===== config.mk =====
export PLATFORM = sky130hd
export DESIGN_NAME = register_file
export DESIGN_NICKNAME = d
export VERILOG_FILES = /design/src/rtl/register_file.sv
export SDC_FILE = /design/constraint.sdc
export NUM_CORES = 1
export LEC_CHECK = 0
export ABC_AREA = 1
export CORE_AREA = 2 2 147 149
export CTS_CLUSTER_DIAMETER = 100
export DETAILED_ROUTE_END_ITERATION = 6
export DIE_AREA = 0 0 149 151
export GPL_TIMING_DRIVEN = 0
export PLACE_DENSITY = 0.71
export SYNTH_ARGS = -nofsm -noshare
export SYNTH_HDL_FRONTEND = slang
export SYNTH_SLANG_ARGS = --single-unit

===== constraint.sdc =====
create_clock -name clk -period 3.18 [get_ports clk]
set_input_delay 0.477 -clock clk [delete_from_list [all_inputs] [get_ports clk]]
set_output_delay 0.477 -clock clk [all_outputs]
set_load 0.01 [all_outputs]

===== src/rtl/register_file.sv =====
// GPO command decoder and GPI read-back bridge between the soft
// processor and the Tx/Rx/BER/log-memory datapath.
module register_file #(
    parameter int NB_ADDR_MEM = 15
) (
    input  logic                   clk,
    input  logic                   i_rst,
    input  logic [31:0]            i_gpo,
    input  logic [31:0]            i_data_log_from_mem,
    input  logic                   i_mem_full,
    input  logic [63:0]            i_ber_samp_I,
    input  logic [63:0]            i_ber_samp_Q,
    input  logic [63:0]            i_ber_error_I,
    input  logic [63:0]            i_ber_error_Q,
    output logic [31:0]            o_gpi,
    output logic                   o_rst,
    output logic                   o_enbTx,
    output logic                   o_enbRx,
    output logic [1:0]             o_phase_sel,
    output logic                   o_run_log,
    output logic                   o_read_log,
    output logic [NB_ADDR_MEM-1:0] o_addr_log_to_mem
);

    localparam logic [7:0] CMD_RESET    = 8'd0;
    localparam logic [7:0] CMD_EN_TX    = 8'd1;
    localparam logic [7:0] CMD_EN_RX    = 8'd2;
    localparam logic [7:0] CMD_PH_SEL   = 8'd3;
    localparam logic [7:0] CMD_RUN_MEM  = 8'd4;
    localparam logic [7:0] CMD_READ_MEM = 8'd5;
    localparam logic [7:0] CMD_ADDR_MEM = 8'd6;
    localparam logic [7:0] CMD_BER_S_I  = 8'd7;
    localparam logic [7:0] CMD_BER_S_Q  = 8'd8;
    localparam logic [7:0] CMD_BER_E_I  = 8'd9;
    localparam logic [7:0] CMD_BER_E_Q  = 8'd10;
    localparam logic [7:0] CMD_BER_H    = 8'd11;
    localparam logic [7:0] CMD_MEM_FULL = 8'd12;

    logic [7:0]  cmd;
    logic [22:0] data;
    logic        enb_prev;
    logic        strobe;
    logic        gpi_mem;
    logic [31:0] ber_high;

    assign cmd    = i_gpo[31:24];
    assign data   = i_gpo[22:0];
    assign strobe = i_gpo[23] & ~enb_prev;

    // Data bits above the address width carry no meaning for any command.
    if (NB_ADDR_MEM < 23) begin : g_unused
        logic unused_data;
        assign unused_data = ^data[22:NB_ADDR_MEM];
    end

    // Rising edge of the enable bit executes one command; memory source
    // keeps o_gpi following the log memory to hide its read latency.
    always_ff @(posedge clk) begin
        if (i_rst) begin
            enb_prev          <= 1'b0;
            gpi_mem           <= 1'b0;
            ber_high          <= '0;
            o_gpi             <= '0;
            o_rst             <= 1'b0;
            o_enbTx           <= 1'b0;
            o_enbRx           <= 1'b0;
            o_phase_sel       <= '0;
            o_run_log         <= 1'b0;
            o_read_log        <= 1'b0;
            o_addr_log_to_mem <= '0;
        end else begin
            enb_prev  <= i_gpo[23];
            o_run_log <= 1'b0;
            if (gpi_mem) begin
                o_gpi <= i_data_log_from_mem;
            end
            if (strobe) begin
                case (cmd)
                    CMD_RESET:  o_rst       <= data[0];
                    CMD_EN_TX:  o_enbTx     <= data[0];
                    CMD_EN_RX:  o_enbRx     <= data[0];
                    CMD_PH_SEL: o_phase_sel <= data[1:0];
                    CMD_RUN_MEM: begin
                        o_run_log  <= 1'b1;
                        o_read_log <= 1'b0;
                    end
                    CMD_READ_MEM: begin
                        o_read_log        <= 1'b1;
                        o_addr_log_to_mem <= data[NB_ADDR_MEM-1:0];
                        gpi_mem           <= 1'b1;
                        o_gpi             <= i_data_log_from_mem;
                    end
                    CMD_ADDR_MEM: begin
                        o_addr_log_to_mem <= data[NB_ADDR_MEM-1:0];
                        gpi_mem           <= 1'b1;
                        o_gpi             <= i_data_log_from_mem;
                    end
                    CMD_BER_S_I: begin
                        o_gpi    <= i_ber_samp_I[31:0];
                        ber_high <= i_ber_samp_I[63:32];
                        gpi_mem  <= 1'b0;
                    end
                    CMD_BER_S_Q: begin
                        o_gpi    <= i_ber_samp_Q[31:0];
                        ber_high <= i_ber_samp_Q[63:32];
                        gpi_mem  <= 1'b0;
                    end
                    CMD_BER_E_I: begin
                        o_gpi    <= i_ber_error_I[31:0];
                        ber_high <= i_ber_error_I[63:32];
                        gpi_mem  <= 1'b0;
                    end
                    CMD_BER_E_Q: begin
                        o_gpi    <= i_ber_error_Q[31:0];
                        ber_high <= i_ber_error_Q[63:32];
                        gpi_mem  <= 1'b0;
                    end
                    CMD_BER_H: begin
                        o_gpi   <= ber_high;
                        gpi_mem <= 1'b0;
                    end
                    CMD_MEM_FULL: begin
                        o_gpi   <= {31'b0, i_mem_full};
                        gpi_mem <= 1'b0;
                    end
                    default: ;
                endcase
            end
        end
    end

endmodule


; ---- Word-level counts from Yosys, hierarchy flattened
; Index checks and enable logic that the tools add are counted.
[word_totals]
reg_bits = 88
latch_bits = 0
ram_bits = 0
mem_bits_ro = 0
in_bits = 323
out_inout_bits = 54
elab_cells = 48
memories = 0
[op_classes]
addsub = 0
mul = 0
div = 0
n_lt_le_gt_ge = 0
eq_ne = 12
shifts = 0
muxes = 7
bitwise = 3
reduce_logical = 15
[op_table]
columns = cell, n
row1 = $pmux 32 s7, 1
row2 = $pmux 32 s4, 1
row3 = $mux 32, 2
row4 = $eq 8x4->1 const B, 5
row5 = $eq 8x3->1 const B, 4
row6 = $eq 8x2->1 const B, 2
row7 = $reduce_and 2->1, 8
row8 = $eq 8x1->1 const B, 1
row9 = $logic_not 8->1, 1
row10 = $reduce_or 6->1, 1
row11 = $pmux 1 s2, 2
row12 = $reduce_bool 2->1, 2
row13 = $reduce_bool 4->1, 1
row14 = $reduce_or 2->1, 2
row15 = $not 1->1, 2
row16 = $and 1x1->1, 1
row17 = $mux 1, 1

; ---- Logic depth before layout (Yosys ltp)
[logic_depth]
word_depth = 4
mapped_depth = 14

; ---- Least setup slack after synthesis
; Ideal clock, no wire load.
[synth_timing]
path_type = in2reg
start = input i_gpo[31]
end = register ber_high[18]
setup_time_ns = 0.113
t_arrival_ns = 1.551
required_ns = 3.067
slack_ns = 1.516
path_stages = 12
path_buffers = 2
path_cell_list = nor2_1 -> nand2_2 -> nor2_2 -> nor2_2 -> nand2_2 -> nand2_4 -> inv_2 -> buf_6 -> buf_6 -> nand2_1 -> nor2_1 -> nor2_1
[synth_between]
elab_chain_cells = 3
elab_cells_between_ends = 7
[synth_lines]
columns = item, line
row1 = from (decl), 8  ; input logic [31:0] i_gpo,
row2 = $eq 8x4->1 / $eq 8x3->1 (equally long branches), 78  ; case (cmd)
row3 = $reduce_bool 4->1 (no source line), --
row4 = $reduce_and 2->1 (no source line), --
row5 = to (signal assigned), 100  ; ber_high <= i_ber_samp_I[63:32];
row6 = to (signal assigned), 105  ; ber_high <= i_ber_samp_Q[63:32];
row7 = to (signal assigned), 110  ; ber_high <= i_ber_error_I[63:32];
row8 = to (decl), 44  ; logic [31:0] ber_high;
; Parallel ways exist; a longest one is shown, timed or not.
; A chain may end at the register's enable or synchronous reset.

; ---- Worst setup path in the final report
[layout_timing]
start = input i_gpo[25]
end = register ber_high[12]
; The elaborated chain is that of the path after synthesis.

==> results.py <==
metrics = {
    "run_status": {
        "outcome": "completed",
    },
    "yosys": {
        "synth_ff_type": "dfxtp_1",
        "synth-xor-area-share_pct": 0,
        "syn-cell-area_um2": 6460,
        "syn_nets": 1474,
        "synth_mux_area_share_pct": 4.958,
        "synth-compound-area-share_pct": 7.670,
        "synth-edff-count": 0,
        "yosys.area_share.adder_pct": 0,
        "async_flop_share_pct": 0,
        "synth_cells": 1151,
        "synth_top_family_by_area": "simple AND/OR/NAND/NOR gates",
        "postSynthAreaPerCell_um2": 5.612,
        "synth_seq_cells": 88,
        "ys_seq_area_share_pct": 27.27,
        "yosysWarnings": 0,
        "synth_simple_gate_area_share_pct": 48.91,
        "yosys.cell_types.count": 27,
    },
    "sta": {
        "final_max_slew_viol_count": 0,
        "finalSetupViolations": 0,
        "hold_viol": 0,
        "hold_slack_ps": 448.9,
        "fin_tns_setup_ps": 0,
        "timing.fmax_mhz": 431.9,
        "layout_min_cycle_time_ps": 2315,
        "max_slew.worst_pin.slew_ps": 782.4,
        "relSlewSlack_pct": 47.84,
        "fin_crit_sh_pct": 72.81,
        "rsz0062_at_grt": "no",
        "skew_ps": 8.686,
    },
    "cells_and_area": {
        "finalNonFillerCells": 1811,
        "fin_util_pct": 51.72,
        "fin_area_um2": 10770,
        "drive_gt1_share_pct": 5.733,
        "nNetsFinal": 1853,
        "area_delta_synth_final_pct": 66.72,
    },
    "critical_path": {
        "slowest_stage": "clkdlybuf4s50_1",
        "reg2regPathDepth": 6,
        "startpoint_type": "input pin",
        "rr_startpoint": "enb_prev",
        "cp_max_fo": 10,
        "worstPathArrival_ps": 2560,
        "worstSetupPathType": "in2reg",
        "cp.required_ps": 3420,
        "end_kind": "flop",
        "slowest_delay_ps": 530,
        "crit_chain": "clkdlybuf4s50_1, inv_2, nand2_2, nor2_4, nand2_2, clkinv_2, nor2_4, buf_4, nand2_1, nand2_1, nor2_1, nor2_1",
        "r2r_end": "o_addr_log_to_mem[5]",
        "r2r_slack_ps": 1200,
    },
    "hold_path": {
        "hold-path-cell-count": 2,
        "hold_path_end": "o_addr_log_to_mem[4]",
        "hold_class": "reg2reg",
        "holdCritStartpoint": "o_addr_log_to_mem[4]",
    },
    "floorplan": {
        "dieHeight_um": 151,
        "core_area_um2": 20820,
        "row_count": 53,
        "dieWidth_um": 149,
        "ioPinCount": 377,
        "start_util_pct": 31.02,
        "die_area_um2": 22500,
    },
    "clock_network": {
        "ctsRootBufferMaster": "clkbuf_16",
        "path_clk_slew_ps": 70,
        "numCtsBuffers": 9,
        "cts_max_level": 3,
        "cts_tree": "built",
        "ctsResizeCount": 0,
        "clkLatencyLatePin_ps": 360,
        "ctsHoldBuffers": 0,
        "post-cts-setup-buffer-count": 0,
        "cts_buffer_depth": 2,
        "clkSinkCount": 88,
    },
    "placed_design": {
        "post_dp_cell_area_um2": 10490,
        "place_congestion": 0.9174,
        "numPlacedInstances": 1794,
        "place_hpwl_um": 25370,
        "portBuffers": 368,
    },
    "route": {
        "wl_per_cell_um": 17.06,
        "firstDrtPassIters": 5,
        "routed_via_density": 4.665,
        "drt_iter0_markers": 509,
        "routed_wl_um": 30900,
        "num_vias": 8448,
        "drc_errors": 0,
        "ant_nets": 0,
    },
    "grt": {
        "antenna_found_initial": 2,
        "grt_pass1_vias": 8177,
        "grt_max_degree": 17,
        "grt_overflow": 0,
        "gr-usage-all-layers_pct": 26.66,
        "grt_pass1_wl_um": 45080,
    },
    "pwr": {
        "p_per_area_nw_per_um2": 253.8,
        "peakVddDrop_mv": 0.2658,
        "leakagePower_uw": 0.005024,
    },
    "job": {
        "maxCapViolCount": 0,
    },
}
power by group:
group	switching (uW)	internal [uW]
combinational	178	389
sequential	5.19	1110
clock	511	539
metal layers:
metal | global-route usage, % | part of all wire (%) | up-vias
met3 | 5.241 | 7.5 | 40
met1 | 32.18 | 41 | 3713
met4 | 8.810 | 2.6 | 2
met2 | 47.49 | 49 | 346
met5 | 0 | 0.052 | -
li1 | - | - | 4347
worst max-delay path: cells and delay by family:
kind | cells | cell delay [ps]
buffers and inverters | 4 | 1010
and+or+nand+nor | 8 | 1070
logic make-up (layout without fill, tap and decap cells):
kind of cell | after synthesis | after routing
buffers and inverters | 158 | 542
muxes | 32 | 32
AOI/OAI and AO/OA | 97 | 97
DFF | 88 | 88
and+or+nand+nor | 776 | 776
other | 0 | 1
layout make-up:
type | instances | area (um^2)
timing repair buffer | 368 | 3684
antenna | 1 | 2.502
clock inverter | 7 | 55.05
inverter | 88 | 331.6
tap | 275 | 344.1
sequential | 88 | 1762
multi-input combinational | 905 | 3975
buffer | 70 | 391.6
clock buffer | 9 | 225.2
fill | 2198 | 10050
per-stage QoR:
stage / total power [uW] / setup slack (ps)
2_1_floorplan: 1254 / 1516
4_1_cts: 2741 / 865.8
3_5_place_dp: 1707 / 505.2
3_3_place_gp: 1702 / 519.0
5_1_grt: 2823 / 709.0
6_report: 2734 / 864.7
how the worst max path moves through the flow:
stage	from	end	slack, ps	depth (start not counted)
3_5_place_dp	i_gpo[25]	ber_high[12]	510	12
6_report	i_gpo[25]	ber_high[12]	860	12
3_3_place_gp	i_gpo[25]	ber_high[12]	520	12
4_1_cts	i_gpo[25]	ber_high[12]	870	12
2_1_floorplan	i_gpo[31]	ber_high[18]	1520	12
5_1_grt	i_gpo[25]	o_gpi[10]	710	12
placed cells by master, fill, tap and decap left out:
master             n
nand2_1          387
clkdlybuf4s50_1  368
nor2_1           240
nand3_1          107
dfxtp_1           88
inv_1             79
a21oi_1           50
mux2i_1           32
buf_2             25
o21ai_0           22
o21ai_1           22
clkbuf_1          19
and3_1            18
buf_4             14
clkbuf_16          9
inv_2              8
nor2_2             7
nand2_2            6
buf_6              6
buf_1              6
nor3_1             6
inv_6              3
nor2_4             2
clkinv_2           2
clkinvlp_4         2
diode_2            1
or2_2              1
o21ai_2            1
nand2_4            1
nand4_1            1
a31oi_1            1
o211a_1            1
clkinv_4           1
registers in the layout, indices dropped and copies added (netlist names), 2 cells and up:
| signal | flops |
|---|---|
| o_phase_sel | 2 |
| o_addr_log_to_mem | 15 |
| o_gpi | 32 |
| ber_high | 32 |
cell usage after synthesis (6+ instances only):
master,instances,share of area [%]
nand2_1,387,22
nor2_1,240,14
nand3_1,107,8.3
dfxtp_1,88,27
inv_1,79,4.6
a21oi_1,50,3.9
mux2i_1,32,5.0
buf_2,25,1.9
o21ai_0,22,1.7
o21ai_1,22,1.7
clkbuf_1,19,1.1
and3_1,18,1.7
buf_4,14,1.6
inv_2,8,0.46
nor2_2,7,0.68
buf_1,6,0.35
buf_6,6,1.0
nand2_2,6,0.58
nor3_1,6,0.46
No activity file was read; power rests on OpenSTA's default activity.
